## src/rtl/control_pkg.sv

```systemverilog
// rtl/control_pkg.sv - widths, field positions, opcodes, states and select codes for control_unit
package control_pkg;

    localparam int WORD_SIZE  = 8;
    localparam int STATE_SIZE = 4;
    localparam int SEL1_SIZE  = 3;
    localparam int SEL2_SIZE  = 2;

    localparam int OP_MSB  = 7;
    localparam int OP_LSB  = 4;
    localparam int SRC_MSB = 3;
    localparam int SRC_LSB = 2;
    localparam int DST_MSB = 1;
    localparam int DST_LSB = 0;

    localparam logic [3:0] OP_NOP = 4'd0;
    localparam logic [3:0] OP_ADD = 4'd1;
    localparam logic [3:0] OP_SUB = 4'd2;
    localparam logic [3:0] OP_AND = 4'd3;
    localparam logic [3:0] OP_NOT = 4'd4;
    localparam logic [3:0] OP_RD  = 4'd5;
    localparam logic [3:0] OP_WR  = 4'd6;
    localparam logic [3:0] OP_BR  = 4'd7;
    localparam logic [3:0] OP_BRZ = 4'd8;

    localparam logic [SEL1_SIZE-1:0] SEL1_PC   = 3'd4;
    localparam logic [SEL2_SIZE-1:0] SEL2_ALU  = 2'd0;
    localparam logic [SEL2_SIZE-1:0] SEL2_BUS1 = 2'd1;
    localparam logic [SEL2_SIZE-1:0] SEL2_MEM  = 2'd2;

    typedef enum logic [STATE_SIZE-1:0] {
        S_IDLE = 4'd0,
        S_FET1 = 4'd1,
        S_FET2 = 4'd2,
        S_DEC  = 4'd3,
        S_EX1  = 4'd4,
        S_RD1  = 4'd5,
        S_RD2  = 4'd6,
        S_WR1  = 4'd7,
        S_WR2  = 4'd8,
        S_BR1  = 4'd9,
        S_BR2  = 4'd10,
        S_HALT = 4'd11
    } state_t;

    function automatic logic [3:0] reg_onehot(input logic [1:0] idx);
        return 4'b0001 << idx;
    endfunction

endpackage

```

## src/rtl/control_unit_if.sv

```systemverilog
// rtl/control_unit_if.sv - instruction/flag inputs and datapath control strobes of control_unit
interface control_unit_if;
    import control_pkg::*;

    logic [WORD_SIZE-1:0] instruction;
    logic                 zero;
    logic                 Load_R0;
    logic                 Load_R1;
    logic                 Load_R2;
    logic                 Load_R3;
    logic                 Load_PC;
    logic                 Inc_PC;
    logic [SEL1_SIZE-1:0] Sel_Bus_1_Mux;
    logic [SEL2_SIZE-1:0] Sel_Bus_2_Mux;
    logic                 Load_IR;
    logic                 Load_Add_R;
    logic                 Load_Reg_Y;
    logic                 Load_Reg_Z;
    logic                 write;
    logic                 halted;

    modport master (
        input  instruction, zero,
        output Load_R0, Load_R1, Load_R2, Load_R3, Load_PC, Inc_PC,
               Sel_Bus_1_Mux, Sel_Bus_2_Mux, Load_IR, Load_Add_R,
               Load_Reg_Y, Load_Reg_Z, write, halted
    );

    modport slave (
        output instruction, zero,
        input  Load_R0, Load_R1, Load_R2, Load_R3, Load_PC, Inc_PC,
               Sel_Bus_1_Mux, Sel_Bus_2_Mux, Load_IR, Load_Add_R,
               Load_Reg_Y, Load_Reg_Z, write, halted
    );
endinterface

```

## src/rtl/control_unit.sv

```systemverilog
// rtl/control_unit.sv - multicycle fetch/decode/execute controller FSM
module control_unit
    import control_pkg::*;
(
    input  logic           clk,
    input  logic           rst,
    control_unit_if.master bus
);

    state_t state_q, state_d;

    logic [3:0]           opcode;
    logic [1:0]           src;
    logic [1:0]           dest;
    logic [3:0]           load_r;
    logic [SEL1_SIZE-1:0] sel1;
    logic [SEL2_SIZE-1:0] sel2;
    logic                 load_pc, inc_pc, load_ir, load_add_r;
    logic                 load_reg_y, load_reg_z, write_o, halted_o;

    assign opcode = bus.instruction[OP_MSB:OP_LSB];
    assign src    = bus.instruction[SRC_MSB:SRC_LSB];
    assign dest   = bus.instruction[DST_MSB:DST_LSB];

    always_ff @(posedge clk or negedge rst) begin
        if (!rst) state_q <= S_IDLE;
        else      state_q <= state_d;
    end

    always_comb begin
        state_d    = state_q;
        load_r     = 4'b0000;
        sel1       = '0;
        sel2       = '0;
        load_pc    = 1'b0;
        inc_pc     = 1'b0;
        load_ir    = 1'b0;
        load_add_r = 1'b0;
        load_reg_y = 1'b0;
        load_reg_z = 1'b0;
        write_o    = 1'b0;
        halted_o   = 1'b0;
        unique case (state_q)
            S_IDLE: state_d = S_FET1;
            S_FET1: begin
                sel1 = SEL1_PC; sel2 = SEL2_BUS1; load_add_r = 1'b1;
                state_d = S_FET2;
            end
            S_FET2: begin
                sel2 = SEL2_MEM; load_ir = 1'b1; inc_pc = 1'b1;
                state_d = S_DEC;
            end
            S_DEC: begin
                case (opcode)
                    OP_NOP: state_d = S_FET1;
                    OP_ADD, OP_SUB, OP_AND: begin
                        sel1 = {1'b0, src}; load_reg_y = 1'b1;
                        state_d = S_EX1;
                    end
                    OP_NOT: begin
                        sel1 = {1'b0, src}; sel2 = SEL2_ALU;
                        load_reg_z = 1'b1; load_r = reg_onehot(dest);
                        state_d = S_FET1;
                    end
                    OP_RD, OP_WR, OP_BR: begin
                        sel1 = SEL1_PC; sel2 = SEL2_BUS1; load_add_r = 1'b1;
                        state_d = (opcode == OP_RD) ? S_RD1 :
                                  (opcode == OP_WR) ? S_WR1 : S_BR1;
                    end
                    OP_BRZ: begin
                        // Not taken: step PC past the inline address byte.
                        if (bus.zero) begin
                            sel1 = SEL1_PC; sel2 = SEL2_BUS1; load_add_r = 1'b1;
                            state_d = S_BR1;
                        end else begin
                            inc_pc  = 1'b1;
                            state_d = S_FET1;
                        end
                    end
                    default: state_d = S_HALT;
                endcase
            end
            S_EX1: begin
                sel1 = {1'b0, dest}; sel2 = SEL2_ALU;
                load_reg_z = 1'b1; load_r = reg_onehot(dest);
                state_d = S_FET1;
            end
            S_RD1, S_WR1: begin
                sel2 = SEL2_MEM; load_add_r = 1'b1; inc_pc = 1'b1;
                state_d = (state_q == S_RD1) ? S_RD2 : S_WR2;
            end
            S_RD2: begin
                sel2 = SEL2_MEM; load_r = reg_onehot(dest);
                state_d = S_FET1;
            end
            S_WR2: begin
                sel1 = {1'b0, src}; write_o = 1'b1;
                state_d = S_FET1;
            end
            S_BR1: begin
                sel2 = SEL2_MEM; load_add_r = 1'b1;
                state_d = S_BR2;
            end
            S_BR2: begin
                sel2 = SEL2_MEM; load_pc = 1'b1;
                state_d = S_FET1;
            end
            S_HALT: halted_o = 1'b1;
            default: state_d = S_HALT;
        endcase
    end

    assign bus.Load_R0       = load_r[0];
    assign bus.Load_R1       = load_r[1];
    assign bus.Load_R2       = load_r[2];
    assign bus.Load_R3       = load_r[3];
    assign bus.Load_PC       = load_pc;
    assign bus.Inc_PC        = inc_pc;
    assign bus.Sel_Bus_1_Mux = sel1;
    assign bus.Sel_Bus_2_Mux = sel2;
    assign bus.Load_IR       = load_ir;
    assign bus.Load_Add_R    = load_add_r;
    assign bus.Load_Reg_Y    = load_reg_y;
    assign bus.Load_Reg_Z    = load_reg_z;
    assign bus.write         = write_o;
    assign bus.halted        = halted_o;

endmodule

```

## src/flat_wrapper.sv

```systemverilog
// flat-port wrapper written by rule: the top's interface ports become plain ports
module control_unit_flat import control_pkg::*;
  (clk, rst, bus_instruction, bus_zero, bus_Load_R0, bus_Load_R1, bus_Load_R2, bus_Load_R3, bus_Load_PC, bus_Inc_PC, bus_Sel_Bus_1_Mux, bus_Sel_Bus_2_Mux, bus_Load_IR, bus_Load_Add_R, bus_Load_Reg_Y, bus_Load_Reg_Z, bus_write, bus_halted);
  control_unit_if bus_i ();
  input  logic clk;
  input  logic rst;
  input wire logic [$bits(bus_i.instruction)-1:0] bus_instruction;
  input wire logic [$bits(bus_i.zero)-1:0] bus_zero;
  output wire logic [$bits(bus_i.Load_R0)-1:0] bus_Load_R0;
  output wire logic [$bits(bus_i.Load_R1)-1:0] bus_Load_R1;
  output wire logic [$bits(bus_i.Load_R2)-1:0] bus_Load_R2;
  output wire logic [$bits(bus_i.Load_R3)-1:0] bus_Load_R3;
  output wire logic [$bits(bus_i.Load_PC)-1:0] bus_Load_PC;
  output wire logic [$bits(bus_i.Inc_PC)-1:0] bus_Inc_PC;
  output wire logic [$bits(bus_i.Sel_Bus_1_Mux)-1:0] bus_Sel_Bus_1_Mux;
  output wire logic [$bits(bus_i.Sel_Bus_2_Mux)-1:0] bus_Sel_Bus_2_Mux;
  output wire logic [$bits(bus_i.Load_IR)-1:0] bus_Load_IR;
  output wire logic [$bits(bus_i.Load_Add_R)-1:0] bus_Load_Add_R;
  output wire logic [$bits(bus_i.Load_Reg_Y)-1:0] bus_Load_Reg_Y;
  output wire logic [$bits(bus_i.Load_Reg_Z)-1:0] bus_Load_Reg_Z;
  output wire logic [$bits(bus_i.write)-1:0] bus_write;
  output wire logic [$bits(bus_i.halted)-1:0] bus_halted;
  assign bus_i.instruction = bus_instruction;
  assign bus_i.zero = bus_zero;
  assign bus_Load_R0 = bus_i.Load_R0;
  assign bus_Load_R1 = bus_i.Load_R1;
  assign bus_Load_R2 = bus_i.Load_R2;
  assign bus_Load_R3 = bus_i.Load_R3;
  assign bus_Load_PC = bus_i.Load_PC;
  assign bus_Inc_PC = bus_i.Inc_PC;
  assign bus_Sel_Bus_1_Mux = bus_i.Sel_Bus_1_Mux;
  assign bus_Sel_Bus_2_Mux = bus_i.Sel_Bus_2_Mux;
  assign bus_Load_IR = bus_i.Load_IR;
  assign bus_Load_Add_R = bus_i.Load_Add_R;
  assign bus_Load_Reg_Y = bus_i.Load_Reg_Y;
  assign bus_Load_Reg_Z = bus_i.Load_Reg_Z;
  assign bus_write = bus_i.write;
  assign bus_halted = bus_i.halted;
  control_unit u_core (.clk(clk), .rst(rst), .bus(bus_i));
endmodule
```

## config.mk

```make
export PLATFORM = sky130hd
export DESIGN_NAME = control_unit_flat
export DESIGN_NICKNAME = d
export VERILOG_FILES = /design/src/rtl/control_pkg.sv /design/src/rtl/control_unit_if.sv /design/src/rtl/control_unit.sv /design/src/flat_wrapper.sv
export SDC_FILE = /design/constraint.sdc
export NUM_CORES = 1
export LEC_CHECK = 0
export CAP_MARGIN = 20
export CORE_MARGIN = 1
export CORE_UTILIZATION = 42
export DETAILED_ROUTE_END_ITERATION = 16
export PLACE_DENSITY = 0.83
export SLEW_MARGIN = 20
export SYNTH_ARGS = -nofsm -noshare
export SYNTH_HDL_FRONTEND = slang
export SYNTH_SLANG_ARGS = --single-unit
```

## constraint.sdc

```tcl
create_clock -name clk -period 2.6 [get_ports clk]
set_input_delay 0.52 -clock clk [delete_from_list [all_inputs] [get_ports clk]]
set_output_delay 0.52 -clock clk [all_outputs]
set_load 0.01 [all_outputs]
```

* After elaboration in Yosys (flattened, before gate mapping)
Cells that the tools add are included.
** Operators by class
- Reduce and logical (&&, ||, !) cells :: 12
- Equality and inequality tests :: 19
- Shift-type cells :: 1
- Muxes and demuxes :: 28
** Operators by type and width (count)
- equality test 4 x 3 -> 1 bit, second input constant :: 8
- case mux 4 bit (7 select lines) :: 1
- equality test 4 bit, second input constant :: 5
- two-way mux 4 bit :: 5
- equality test 4 x 2 -> 1 bit, second input constant :: 4
- case mux 4 bit (4 select lines) :: 1
- case mux 3 bit (4 select lines) :: 1
- two-way mux 1 bit :: 11
- case mux 3 bit (3 select lines) :: 1
- OR reduction 3 bit :: 3
- equality test 4 x 1 -> 1 bit, second input constant :: 2
- logical NOT 4 bit :: 2
- case mux 1 bit (2 select lines) :: 4
- case mux 4 bit (2 select lines) :: 1
- OR reduction 4 bit :: 2
- case mux 2 bit (3 select lines) :: 1
- OR reduction 2 bit :: 3
- OR reduction 6 bit :: 1
- OR reduction 5 bit :: 1
- case mux 2 bit (2 select lines) :: 1
- left shift 1 x 2 -> 4 bit, first input constant :: 1
- two-way mux 3 bit :: 1
** Word-level totals
- Input port bits :: 11
- Word-level logic and storage cells :: 61
- Flip-flop bits (word level) :: 4

* Depth between registers and ports, before layout
Gate-level depths: netlist of the first run.
- Depth in word-level cells :: 5
- Depth in mapped cells :: 4

* Worst setup path after synthesis of the first run
No wires, ideal clock.
- Path kind :: input -> output
- From :: in bus_instruction[6]
- To :: out bus_Sel_Bus_1_Mux[2]
- Cell stages on the path :: 4
- Path slack :: 0.711 ns
- Arrival :: 1.369 ns
- Path buffers :: 1
- Cells stage by stage :: buf_4 -> nor2b_1 -> nand3_2 -> a2111oi_2
** Between the ends
- Word-level cells in the longest chain between the ends :: 4
** Ends and longest elaborated chain
- from (decl) :: line flat_wrapper.sv:7 : input wire logic [$bits(bus_i.instruction)-1:0] bus_instruction;
- equality test 4 x 1 -> 1 bit (tied with other cells) :: line control_unit.sv:54 : case (opcode)
- OR reduction 4 bit (no line) or OR reduction 3 bit (tied branches)
- case mux 3 bit (3 select lines) (*) :: line control_unit.sv:54
- case mux 3 bit (4 select lines) (*) :: line control_unit.sv:43 : unique case (state_q)
- to (decl) :: line flat_wrapper.sv:15 : output wire logic [$bits(bus_i.Sel_Bus_1_Mux)-1:0] bus_Sel_Bus_1_Mux;
Every way passes the cells marked *; elsewhere a longest branch is shown, timed or not.

* Worst setup path after layout of the first run
- From :: in bus_instruction[7]
- To :: out bus_Load_Reg_Y
** Between the ends
- Word-level cells in the longest chain between the ends :: 4
** Ends and longest elaborated chain
- equality test 4 x 1 -> 1 bit or equality test 4 x 2 -> 1 bit (tied branches) :: line control_unit.sv:54
- OR reduction 3 bit (*)
- two-way mux 1 bit (*) :: line control_unit.sv:54
- two-way mux 1 bit (*) :: line control_unit.sv:43
- to (decl) :: line flat_wrapper.sv:19 : output wire logic [$bits(bus_i.Load_Reg_Y)-1:0] bus_Load_Reg_Y;
Marked as above.

==> metrics.txt, run 1 <==
RSZ-0062 raised after global routing=no; clock insertion delay at the later pin of the skew report=240 ps; LEAKAGE=0.3818 nW; vias in the first global route=668; fin crit period=2517 ps; hold buffers post-CTS=0; flops & latches, synth=4; DRT iter0 DRCs=41; Max VDD drop=0.1472 mV; clock root buffer=clkbuf_4; Initial Utilization=0.4863; Worst Setup SP=bus_instruction[7]; antenna violations before repair=0; Synthesis Warnings=0; status=finished clean; Worst R2R Path Depth=3; hold crit path type=in2async; max reg flops=4; Cell Area, Placed=919.6 um2; Mean Syn Cell Area=7.210 um2; Setup-failing EPs final=0; worst setup margin=83.30 ps; Wirelength per Cell=14.33 um; first-pass GRT wire length=3001 um; Critical Setup Path Class=in2out; reg2reg setup slack=1370 ps; Yosys cell types=32; CP Max Fanout=5; gr usage total=0.2932; biggest regs=u_core.state_q (4); area leader, netlist=dfrtp_1; register area share after synthesis=0.1735; routability cong.=0.7927; IO Pins=28; CTS buffer count=3; # DRC=0; r2r startpoint=u_core.state_q[0]; Worst-Margin Slew=384.5 ps; clock transition at the registers of the reported paths=40 ps; Routed Antenna Nets=0; Final Max Tran Viols=0; Fin Clk Skew=4.871 ps; Post-Place Worst Slack=-274.6 ps; Die Ht=39.06 um; PortBufs=27; top cell type's share of synthesized area=0.1735; synthesized instance count=80; Detailed Place HPWL=1488 um; antenna diode count=0; Worst slew margin=0.7436; Finished Cell Area=939.7 um2; Vias=761; top cells by area, synth=dfrtp_1, o21ai_0, nor2b_1; Synth-to-Final Area Change=62.91%; H-tree levels=1; Final Cycle Share=0.9680; drt first pass iters=6; full die area=1526 um2; CTS tree=done; worst hold slack=487.6 ps; Max Cap Viol=0; Nets=129; Peak Freq=397.3 MHz; data arrival time of the critical path=2000 ps; syn nets=91; Critical Path End Type=output pin; row count=12; remaining global-route overflow=0; post-layout power=0.1972 mW; Startpoint Class=input pin; final WL=1863 um; pin count of the biggest net entering global routing=17; deepest clock path buffer count=2; FF-to-FF End=u_core.state_q[3]; Critical Path RT=2080 ps; final hold viol count=0; CTS sink cnt=4; layout cell share with drive strength beyond 1=0.2155; Largest Register=u_core.state_q; pwr dens=209.9 nW/um2; vias per cell=5.854; core area=1186 um2; Syn Std Cell Area=576.8 um2; Die Wd=39.06 um
worst max-delay path by stage:
stage                                      end  slack [ps]  depth (start not counted)
final                           bus_Load_Reg_Y          80                          5
after global routing            bus_Load_Reg_Y           5                          4
after CTS                 bus_Sel_Bus_1_Mux[1]          30                          4
after detailed placement  bus_Sel_Bus_1_Mux[2]        -270                          5
after global placement    bus_Sel_Bus_2_Mux[0]        -220                          5
after floorplan           bus_Sel_Bus_1_Mux[2]         710                          4
metrics by stage:
stage	util	instances	setup TNS [ps]
2_1_floorplan	-	80	0
3_3_place_gp	0.7753	127	-1466
3_5_place_dp	0.7753	127	-1738
4_1_cts	0.7901	130	0
5_1_grt	0.7922	130	0
6_report	0.7922	130	0
report_power, final:
group / total (mW) / internal [mW] / switching, mW
Clock: 0.0780 / 0.0517 / 0.0263
Combinational: 0.0566 / 0.0317 / 0.0250
Sequential: 0.0626 / 0.0626 / 0
Total: 0.197 / 0.146 / 0.0513
layout by cell type, fill, tap and decap left out, types with 3 or more instances in the layout:
| cell | count |
|---|---|
| clkdlybuf4s50_1 | 17 |
| nand3_1 | 3 |
| buf_4 | 11 |
| a31oi_1 | 3 |
| nor3_1 | 4 |
| dlygate4sd2_1 | 10 |
| nand2_1 | 6 |
| nor2_1 | 7 |
| clkbuf_4 | 3 |
| o21ai_0 | 7 |
| inv_1 | 6 |
| nor2b_1 | 4 |
| nor3b_1 | 4 |
layout make-up:
cell class / instances / area, um2
inverter: 6 / 22.52
multi-input combinational: 65 / 434.2
tap: 14 / 17.52
clock buffer: 3 / 22.52
fill: 91 / 246.5
timing repair buffer: 38 / 340.3
sequential: 4 / 102.6
routing by layer:
metal	global-route usage	wire [um]	up-vias
li1	-	-	373
met1	0.3793	770	338
met5	0	0	-
met4	0.09483	37	0
met3	0.06358	147	6
met2	0.4750	908	44
worst max-delay path: stages:
cell,delay [ps]
dlygate4sd2_1,290
and3b_1,260
and2_1,180
nor3b_1,190
clkdlybuf4s50_1,560
repair_timing:
action,4_1_cts,5_1_grt
setup buffers,0,0
gates resized for setup,12,2
pin swaps,0,0
setup endpoints to repair,12,2
kinds of logic (layout without fill, tap and decap cells):
family | after synthesis | count (layout) | share of synthesized area
and+or+nand+nor | 40 | 40 | 0.4056
AOI/OAI and AO/OA | 24 | 24 | 0.3189
buffers and inverters | 11 | 47 | 0.08677
DFF | 4 | 4 | 0.1735
xor gates and xnor gates | 1 | 1 | 0.01519
synth_stat cells:
master,instances
a2111oi_2,2
a21oi_1,2
a21oi_2,1
a221o_2,1
a311oi_1,1
a31oi_1,3
a32o_1,2
and2_1,1
and3b_1,1
buf_2,4
buf_4,1
dfrtp_1,4
inv_1,6
nand2_1,6
nand2b_1,2
nand3_1,3
nand3_2,1
nand3b_1,2
nand4b_1,2
nor2_1,7
nor2_2,1
nor2b_1,5
nor3_1,4
nor3b_1,4
nor3b_2,1
o211ai_1,1
o21a_1,1
o21ai_0,7
o21ba_2,1
o221ai_1,1
o31ai_1,1
xnor2_1,1
(Power assumes the default switching activity.)
==> run 2: changes to the inputs <==
--- a/config.mk
+++ b/config.mk
@@ -6,7 +6,6 @@
 export NUM_CORES = 1
 export LEC_CHECK = 0
 export CAP_MARGIN = 20
-export CORE_MARGIN = 1
 export CORE_UTILIZATION = 42
 export DETAILED_ROUTE_END_ITERATION = 16
 export PLACE_DENSITY = 0.83
==> results of run 2 <==
Final layout, timing and power as in run 1 (identical DEF).
